[src/rtl/clk_enable_gen.sv]
// PLL lock filter, downstream reset sequencer and phase-aligned clock-enable generator.
// Define CLKEN_DROP_COUNT_EN to add the saturating lock_drops counter output.
module clk_enable_gen #(
    parameter int unsigned CHANNELS    = 4,
    parameter int unsigned CNT_W       = 16,
    parameter int unsigned LOCK_STABLE = 1024,
    parameter int unsigned RST_HOLD    = 16,
    parameter int unsigned DIV_DEFAULT = 1
) (
    input  logic                      clock_in,
    input  logic                      resetn,
    input  logic                      pll_locked,
    input  logic [CHANNELS*CNT_W-1:0] div_cfg,
    input  logic                      div_load,
    input  logic                      lost_clr,
    output logic                      sys_resetn,
    output logic                      ready,
    output logic [CHANNELS-1:0]       ce,
    output logic                      lock_lost
`ifdef CLKEN_DROP_COUNT_EN
    ,
    output logic [7:0]                lock_drops
`endif
);

    localparam int unsigned StableW = (LOCK_STABLE > 1) ? $clog2(LOCK_STABLE) : 1;
    localparam int unsigned HoldW   = (RST_HOLD > 1) ? $clog2(RST_HOLD) : 1;
    localparam logic [StableW-1:0] StableLast = StableW'(LOCK_STABLE - 1);
    localparam logic [HoldW-1:0]   HoldLast   = HoldW'(RST_HOLD - 1);
    localparam logic [CNT_W-1:0]   DivOne     = CNT_W'(1);

    typedef enum logic [1:0] {StWaitLock, StStable, StHold, StRun} state_e;

    state_e             state_q;
    logic               sync_q;
    logic               locked_s;
    logic [StableW-1:0] stable_cnt_q;
    logic [HoldW-1:0]   hold_cnt_q;
    logic               lock_drop;
    logic               run_d;

    logic [CNT_W-1:0]    div_q   [CHANNELS];
    logic [CNT_W-1:0]    div_eff [CHANNELS];
    logic [CNT_W-1:0]    cnt_q   [CHANNELS];
    logic [CNT_W-1:0]    cnt_d   [CHANNELS];
    logic [CHANNELS-1:0] ce_d;

    always_ff @(posedge clock_in or negedge resetn) begin
        if (!resetn) begin
            sync_q   <= 1'b0;
            locked_s <= 1'b0;
        end else begin
            sync_q   <= pll_locked;
            locked_s <= sync_q;
        end
    end

    always_comb begin
        lock_drop = (state_q != StWaitLock) && !locked_s;
        run_d     = locked_s && ((state_q == StRun) ||
                                 ((state_q == StHold) && (hold_cnt_q == HoldLast)));
    end

    always_ff @(posedge clock_in or negedge resetn) begin
        if (!resetn) begin
            state_q      <= StWaitLock;
            stable_cnt_q <= '0;
            hold_cnt_q   <= '0;
            sys_resetn   <= 1'b0;
            ready        <= 1'b0;
            lock_lost    <= 1'b0;
        end else begin
            sys_resetn <= run_d;
            ready      <= run_d;
            // A drop out of RUN takes priority over a coincident clear.
            if ((state_q == StRun) && !locked_s) begin
                lock_lost <= 1'b1;
            end else if (lost_clr) begin
                lock_lost <= 1'b0;
            end
            if (lock_drop) begin
                state_q      <= StWaitLock;
                stable_cnt_q <= '0;
                hold_cnt_q   <= '0;
            end else begin
                unique case (state_q)
                    StWaitLock: begin
                        if (locked_s) begin
                            state_q      <= StStable;
                            stable_cnt_q <= '0;
                        end
                    end
                    StStable: begin
                        if (stable_cnt_q == StableLast) begin
                            state_q      <= StHold;
                            stable_cnt_q <= '0;
                            hold_cnt_q   <= '0;
                        end else begin
                            stable_cnt_q <= stable_cnt_q + 1'b1;
                        end
                    end
                    StHold: begin
                        if (hold_cnt_q == HoldLast) begin
                            state_q    <= StRun;
                            hold_cnt_q <= '0;
                        end else begin
                            hold_cnt_q <= hold_cnt_q + 1'b1;
                        end
                    end
                    StRun: begin
                    end
                    default: state_q <= StWaitLock;
                endcase
            end
        end
    end

    // Counters restart on RUN entry and on any load so all channels share phase 0.
    always_comb begin
        for (int i = 0; i < CHANNELS; i++) begin
            div_eff[i] = div_load ? div_cfg[i*CNT_W +: CNT_W] : div_q[i];
            if (!run_d || div_load || (state_q != StRun)) begin
                cnt_d[i] = '0;
            end else if ((div_q[i] <= DivOne) || (cnt_q[i] == div_q[i] - DivOne)) begin
                cnt_d[i] = '0;
            end else begin
                cnt_d[i] = cnt_q[i] + DivOne;
            end
            ce_d[i] = run_d && ((div_eff[i] <= DivOne) || (cnt_d[i] == div_eff[i] - DivOne));
        end
    end

    always_ff @(posedge clock_in or negedge resetn) begin
        if (!resetn) begin
            for (int i = 0; i < CHANNELS; i++) begin
                div_q[i] <= CNT_W'(DIV_DEFAULT);
                cnt_q[i] <= '0;
            end
            ce <= '0;
        end else begin
            for (int i = 0; i < CHANNELS; i++) begin
                if (div_load) begin
                    div_q[i] <= div_cfg[i*CNT_W +: CNT_W];
                end
                cnt_q[i] <= cnt_d[i];
            end
            ce <= ce_d;
        end
    end

`ifdef CLKEN_DROP_COUNT_EN
    always_ff @(posedge clock_in or negedge resetn) begin
        if (!resetn) begin
            lock_drops <= 8'd0;
        end else if (lost_clr) begin
            lock_drops <= {7'd0, lock_drop};
        end else if (lock_drop && (lock_drops != 8'hFF)) begin
            lock_drops <= lock_drops + 8'd1;
        end
    end
`endif

endmodule

[config.mk]
export PLATFORM = sky130hd
export DESIGN_NAME = clk_enable_gen
export DESIGN_NICKNAME = d
export VERILOG_FILES = /design/src/rtl/clk_enable_gen.sv
export SDC_FILE = /design/constraint.sdc
export NUM_CORES = 1
export LEC_CHECK = 0
export ABC_CLOCK_PERIOD_IN_PS = 8800
export BUFFER_PORTS_ARGS = -buffer_cell sky130_fd_sc_hd__buf_4
export CAP_MARGIN = 5
export CORE_MARGIN = 5
export CORE_UTILIZATION = 40
export DETAILED_ROUTE_END_ITERATION = 10
export GPL_TIMING_DRIVEN = 0
export SYNTH_ARGS = -nofsm -noshare
export SYNTH_HDL_FRONTEND = slang
export SYNTH_SLANG_ARGS = --single-unit
export TNS_END_PERCENT = 20
[constraint.sdc]
create_clock -name clock_in -period 8.8 [get_ports clock_in]
set_input_delay 0.88 -clock clock_in [delete_from_list [all_inputs] [get_ports clock_in]]
set_output_delay 0.88 -clock clock_in [all_outputs]
set_load 0.005 [all_outputs]
Yosys cells after proc, flatten, opt, wreduce, memory -nomap -nowiden --
Index checks and enable logic that the tools add are counted.
Operators by class: $add $sub $neg 14, magnitude comparators 8, equal/unequal tests 17, mux-type cells 27, reduce and logical (&&, ||, !) cells 30
Operators with widths (count):
- $mux 16 | 12
- $eq 16x16->1 | 8
- $le 16x1->1 const B | 8
- $sub 16x1->16 const B | 8
- $add 16x1->16 const B | 4
- $mux 10 | 3
- $pmux 10 s2 | 1
- $mux 4 | 3
- $logic_or 1x1->1 | 11
- $add 10x1->10 const B | 1
- $eq 10x10->1 const B | 1
- $logic_and 1x1->1 | 8
- $mux 2 | 4
- $pmux 4 s2 | 1
- $ne 3x3->1 const B | 2
- $pmux 2 s3 | 1
- $reduce_bool 3->1 | 2
- $add 4x1->4 const B | 1
- $eq 2x2->1 const B | 2
- $eq 4x4->1 const B | 1
- $reduce_and 2->1 | 2
- $reduce_and 4->1 | 1
- $reduce_bool 2->1 | 2
- $reduce_bool 4->1 | 1
- 6 further kinds | 8
Word-level totals: bits in registers 152, output and inout bits 7, word-level logic and storage cells 112

Depth between registers and ports, before layout --
depth in word-level cells 11, mapped depth 18, gate-level depth less buffers 12

Least setup slack after synthesis --
Ideal clock, no wire load.
path type input to register, start input div_load, end register ce[0], arrival 4.265 ns, slack 4.471 ns, stages on the path 16, path buffers 6, path through buf_2 buf_4 buf_2 buf_2 buf_2 buf_1 mux2i_1 ha_1 o211ai_1 nor3_1 xnor2_1 a21oi_1 o2111ai_1 nor4b_1 o2111a_1 a21o_1
On the way: word-level cells in the longest chain between the ends 6, elaborated cells on any way between the ends 9, those cells by class add/sub (1); order compare (1); eq/ne (1); mux (2); reduce/logical (4)
Ends and longest elaborated chain:
- start, declared | line 14 | input logic div_load,
- parallel branches: the longest is 4 deep, another holds $sub 16x1->16
- $logic_or 1x1->1 * | line 129 | ce_d[i] = run_d && ((div_eff[i] <= DivOne) || (cnt_d[i] == div_eff[i] - DivOne));
- $logic_and 1x1->1 * | line 129
- via ce_d[0] | line 46 | logic [CHANNELS-1:0] ce_d;
- end signal, assigned | line 139 | ce <= '0;
- end signal, assigned | line 147 | ce <= ce_d;
- end, declared | line 18 | output logic [CHANNELS-1:0] ce,
Mark *: on every way through the listed nets, which the timed path passes. A chain may end at the register's enable or synchronous reset.

Final worst setup path --
Same ends and word-level chain as after synthesis.

==> flow_metrics.tcl <==
set metrics [dict create \
    status "completed" \
    first_iter_violations 741 \
    multi_input_area_um2 7520 \
    antenna_found_initial 0 \
    clk_path_buf_depth 2 \
    yosys.area.top_type_share_pct 31.2 \
    ys_warn_count 0 \
    synth_edf_count 0 \
    drive_above_1_share_pct 13.6 \
    place_congestion 0.914 \
    power.density_nw_per_um2 160 \
    die_w_um 182 \
    synthTopCellsByArea "dfrtp_1, xnor2_1, xor2_1" \
    skew_ns 0.0121 \
    setup.worst_path.end_class "register" \
    reg2reg_depth 8 \
    synth_flop_cell "dfrtp_1" \
    grtUsageTotal_pct 21.0 \
    slew_violations 0 \
    die_y_um 182 \
    dp_cells 1817 \
    initial_utilization_pct 40.2 \
    tightest_slew_ns 1.39 \
    synthArstFlopShare_pct 100 \
    synth_seq_area_share_pct 32.1 \
    synth.largest_area_cell "dfrtp_1" \
    slowest_delay_ns 0.57 \
    hold_start "sync_q" \
    cts_root_buf "clkbuf_16" \
    postCtsHoldBufs 0 \
    cts_setup_buffers 0 \
    path_cells "buf_2, buf_4, buf_2, buf_2, buf_2, buf_1, mux2i_1, ha_1, o21ai_0, xnor2_1, nor2_1, a221o_1, o21a_1, o21ai_0, nor4b_1, o2111a_1, a21o_1" \
    hpwl_mm 27.1 \
    grt_pass1_wl_mm 55.6 \
    hp-class "register to register" \
    cp_slowest_cell "buf_1" \
    critPathArrivalTime_ns 5.89 \
    ir_drop_mv 0.142 \
    drcViolationCount 0 \
    max-slew-margin-rel_pct 7.40 \
    firstDrtPassIters 5 \
    regArea_um2 3810 \
    cts_buffers 17 \
    cts_tree "built" \
    avgSynthCellArea_um2 8.78 \
    rows 63 \
    syn2layout_area_growth_pct 14.7 \
    syn-cell-area_um2 11900 \
    worst-path-buf-inv 6 \
    cts_resized 0 \
    reg2reg_to "ce[2]" \
    crit_top_cell "buf_2" \
    netlist_top_cells_count "dfrtp_1, xnor2_1, nor2_1" \
    regToRegSetupSlack_ns 4.62 \
    vias 10500 \
    clkSinkCount 152 \
    synthesis.instances 1351 \
    path_delay_family "buffers and inverters" \
    dp_worst_setup_slack_ns 2.88 \
    synth-seq-cells 152 \
    maxCapViolations 0 \
    fmax_ghz 0.181 \
    htree_levels 4 \
    grt_pass1_vias 10200 \
    hold_viol_final 0 \
    synthesis.nets 1446 \
    layout.cells.non_filler 1850 \
    ys_types 85 \
    grt_max_degree 90 \
    rsz0062_at_grt "no" \
    p_total_mw 2.18 \
    io_pins 76 \
    fin_tns_setup_ns 0 \
    hold_path_depth 0 \
    dieArea_um2 33200 \
    crit_required_ns 9.18 \
    period_share_pct 62.6 \
    post_drt_via_cell_ratio 5.68 \
    worstReg2RegStart "state_q[0]" \
    grt-ovfl-total 0 \
    drt-total-wl_mm 35.2 \
    min_to "locked_s" \
    clkTransAtPathRegs_ns 0.06 \
    setup_viol 0 \
    n_fill_cell 2905 \
    fin_ws_ns 3.29 \
    portBuffers 74 \
    critical_path.startpoint_type "primary input" \
    core_um2 29500 \
    crit_fanout 10 \
    critPathKind "primary input to register" \
    wl_per_cell_um 19.0 \
    postRouteAntennaNets 0 \
    clk_latency_ns 0.45 \
    fin_crit_ns 5.51 \
    power_leakage_nw 5.45 \
    final_nets 1541 \
    synthMostInstantiatedCell "dfrtp_1" \
]
==> metrics by stage <==
| stage | util, % | hold WS (ns) | cell area, µm² |
|---|---|---|---|
| floorplan | - | 0.331 | 11900 |
| global placement | 43.8 | 0.351 | 12900 |
| detailed placement | 43.9 | 0.344 | 13000 |
| CTS | 46.1 | 0.372 | 13600 |
| global route | 46.1 | 0.381 | 13600 |
| finish | 46.1 | 0.373 | 13600 |
==> flip-flops by register name (all words and copies together), names as in the netlist <==
name          cells
ce                4
cnt_q            64
lock_lost         1
state_q           2
div_q            64
locked_s          1
hold_cnt_q        4
sync_q            1
ready             1
stable_cnt_q     10
==> cells by family after synthesis <==
group | Yosys count | synth area share [%]
buffers and inverters | 126 | 4.48
multiplexers | 75 | 6.64
flip-flops | 152 | 32.1
XOR/XNOR | 214 | 15.8
AND/OR/NAND/NOR | 534 | 24.9
adder cells (fa/ha/maj) | 26 | 2.74
AO/OA/AOI/OAI | 224 | 13.3
==> worst reg2reg max path, stage by stage (launching register included) <==
cell	delay (ns)
dfrtp_1	0.43
ha_1	0.29
nor3b_1	1.12
nand2_1	0.59
or3_1	0.56
xnor2_1	0.20
a2111oi_2	0.38
nand4_1	0.13
o31ai_1	0.37
==> worst max-delay path by stage <==
stage,from,to,cells past startpoint
floorplan,div_load,ce[0],16
CTS,div_load,ce[0],17
global route,div_load,ce[0],17
global placement,div_load,ce[0],17
finish,div_load,ce[0],17
detailed placement,div_load,ce[0],17
==> power by group <==
part           total, mW  switching, mW  internal [mW]  leakage, nW
clock network      0.827          0.334          0.493        0.302
registers          0.794         0.0504          0.744         1.96
logic              0.555          0.339          0.217         3.18
==> final cells by class <==
class                   instances  share of cell area [%]
multi-input cells            1073                    55.3
flip-flops and latches        152                    28.0
repair buffers                 76                    4.42
clock inverters                13                    1.43
well taps                     390                    3.59
plain buffers                  56                    1.98
inverters                      70                    1.93
diodes                          1                  0.0184
clock buffers                  19                    3.33
==> routing by layer <==
layer | GRT usage, % | share of wire [%] | vias up
met1 | 29.4 | 47 | 5145
met4 | 4.89 | 1.6 | 0
met3 | 3.15 | 4.1 | 42
met5 | 0 | 0 | -
li1 | - | - | 5062
met2 | 34.3 | 47 | 263
==> cell usage in the layout (no fill, tap or decap), types with 26 or more instances in the layout <==
| cell type | synthesis | layout |
|---|---|---|
| o21ai_0 | 50 | 50 |
| a21oi_1 | 36 | 36 |
| clkbuf_1 | 30 | 30 |
| xor2_1 | 77 | 77 |
| nand2_1 | 75 | 75 |
| mux2i_1 | 45 | 45 |
| buf_4 | 2 | 75 |
| mux2_2 | 30 | 30 |
| xnor2_1 | 137 | 137 |
| nor2_1 | 124 | 124 |
| nor4_1 | 34 | 34 |
| inv_1 | 70 | 70 |
| ha_1 | 26 | 26 |
| dfrtp_1 | 148 | 148 |
| and3_1 | 27 | 27 |
| nand3_1 | 56 | 56 |
| nor3_1 | 59 | 59 |
Power figures use the tool's default switching activity.
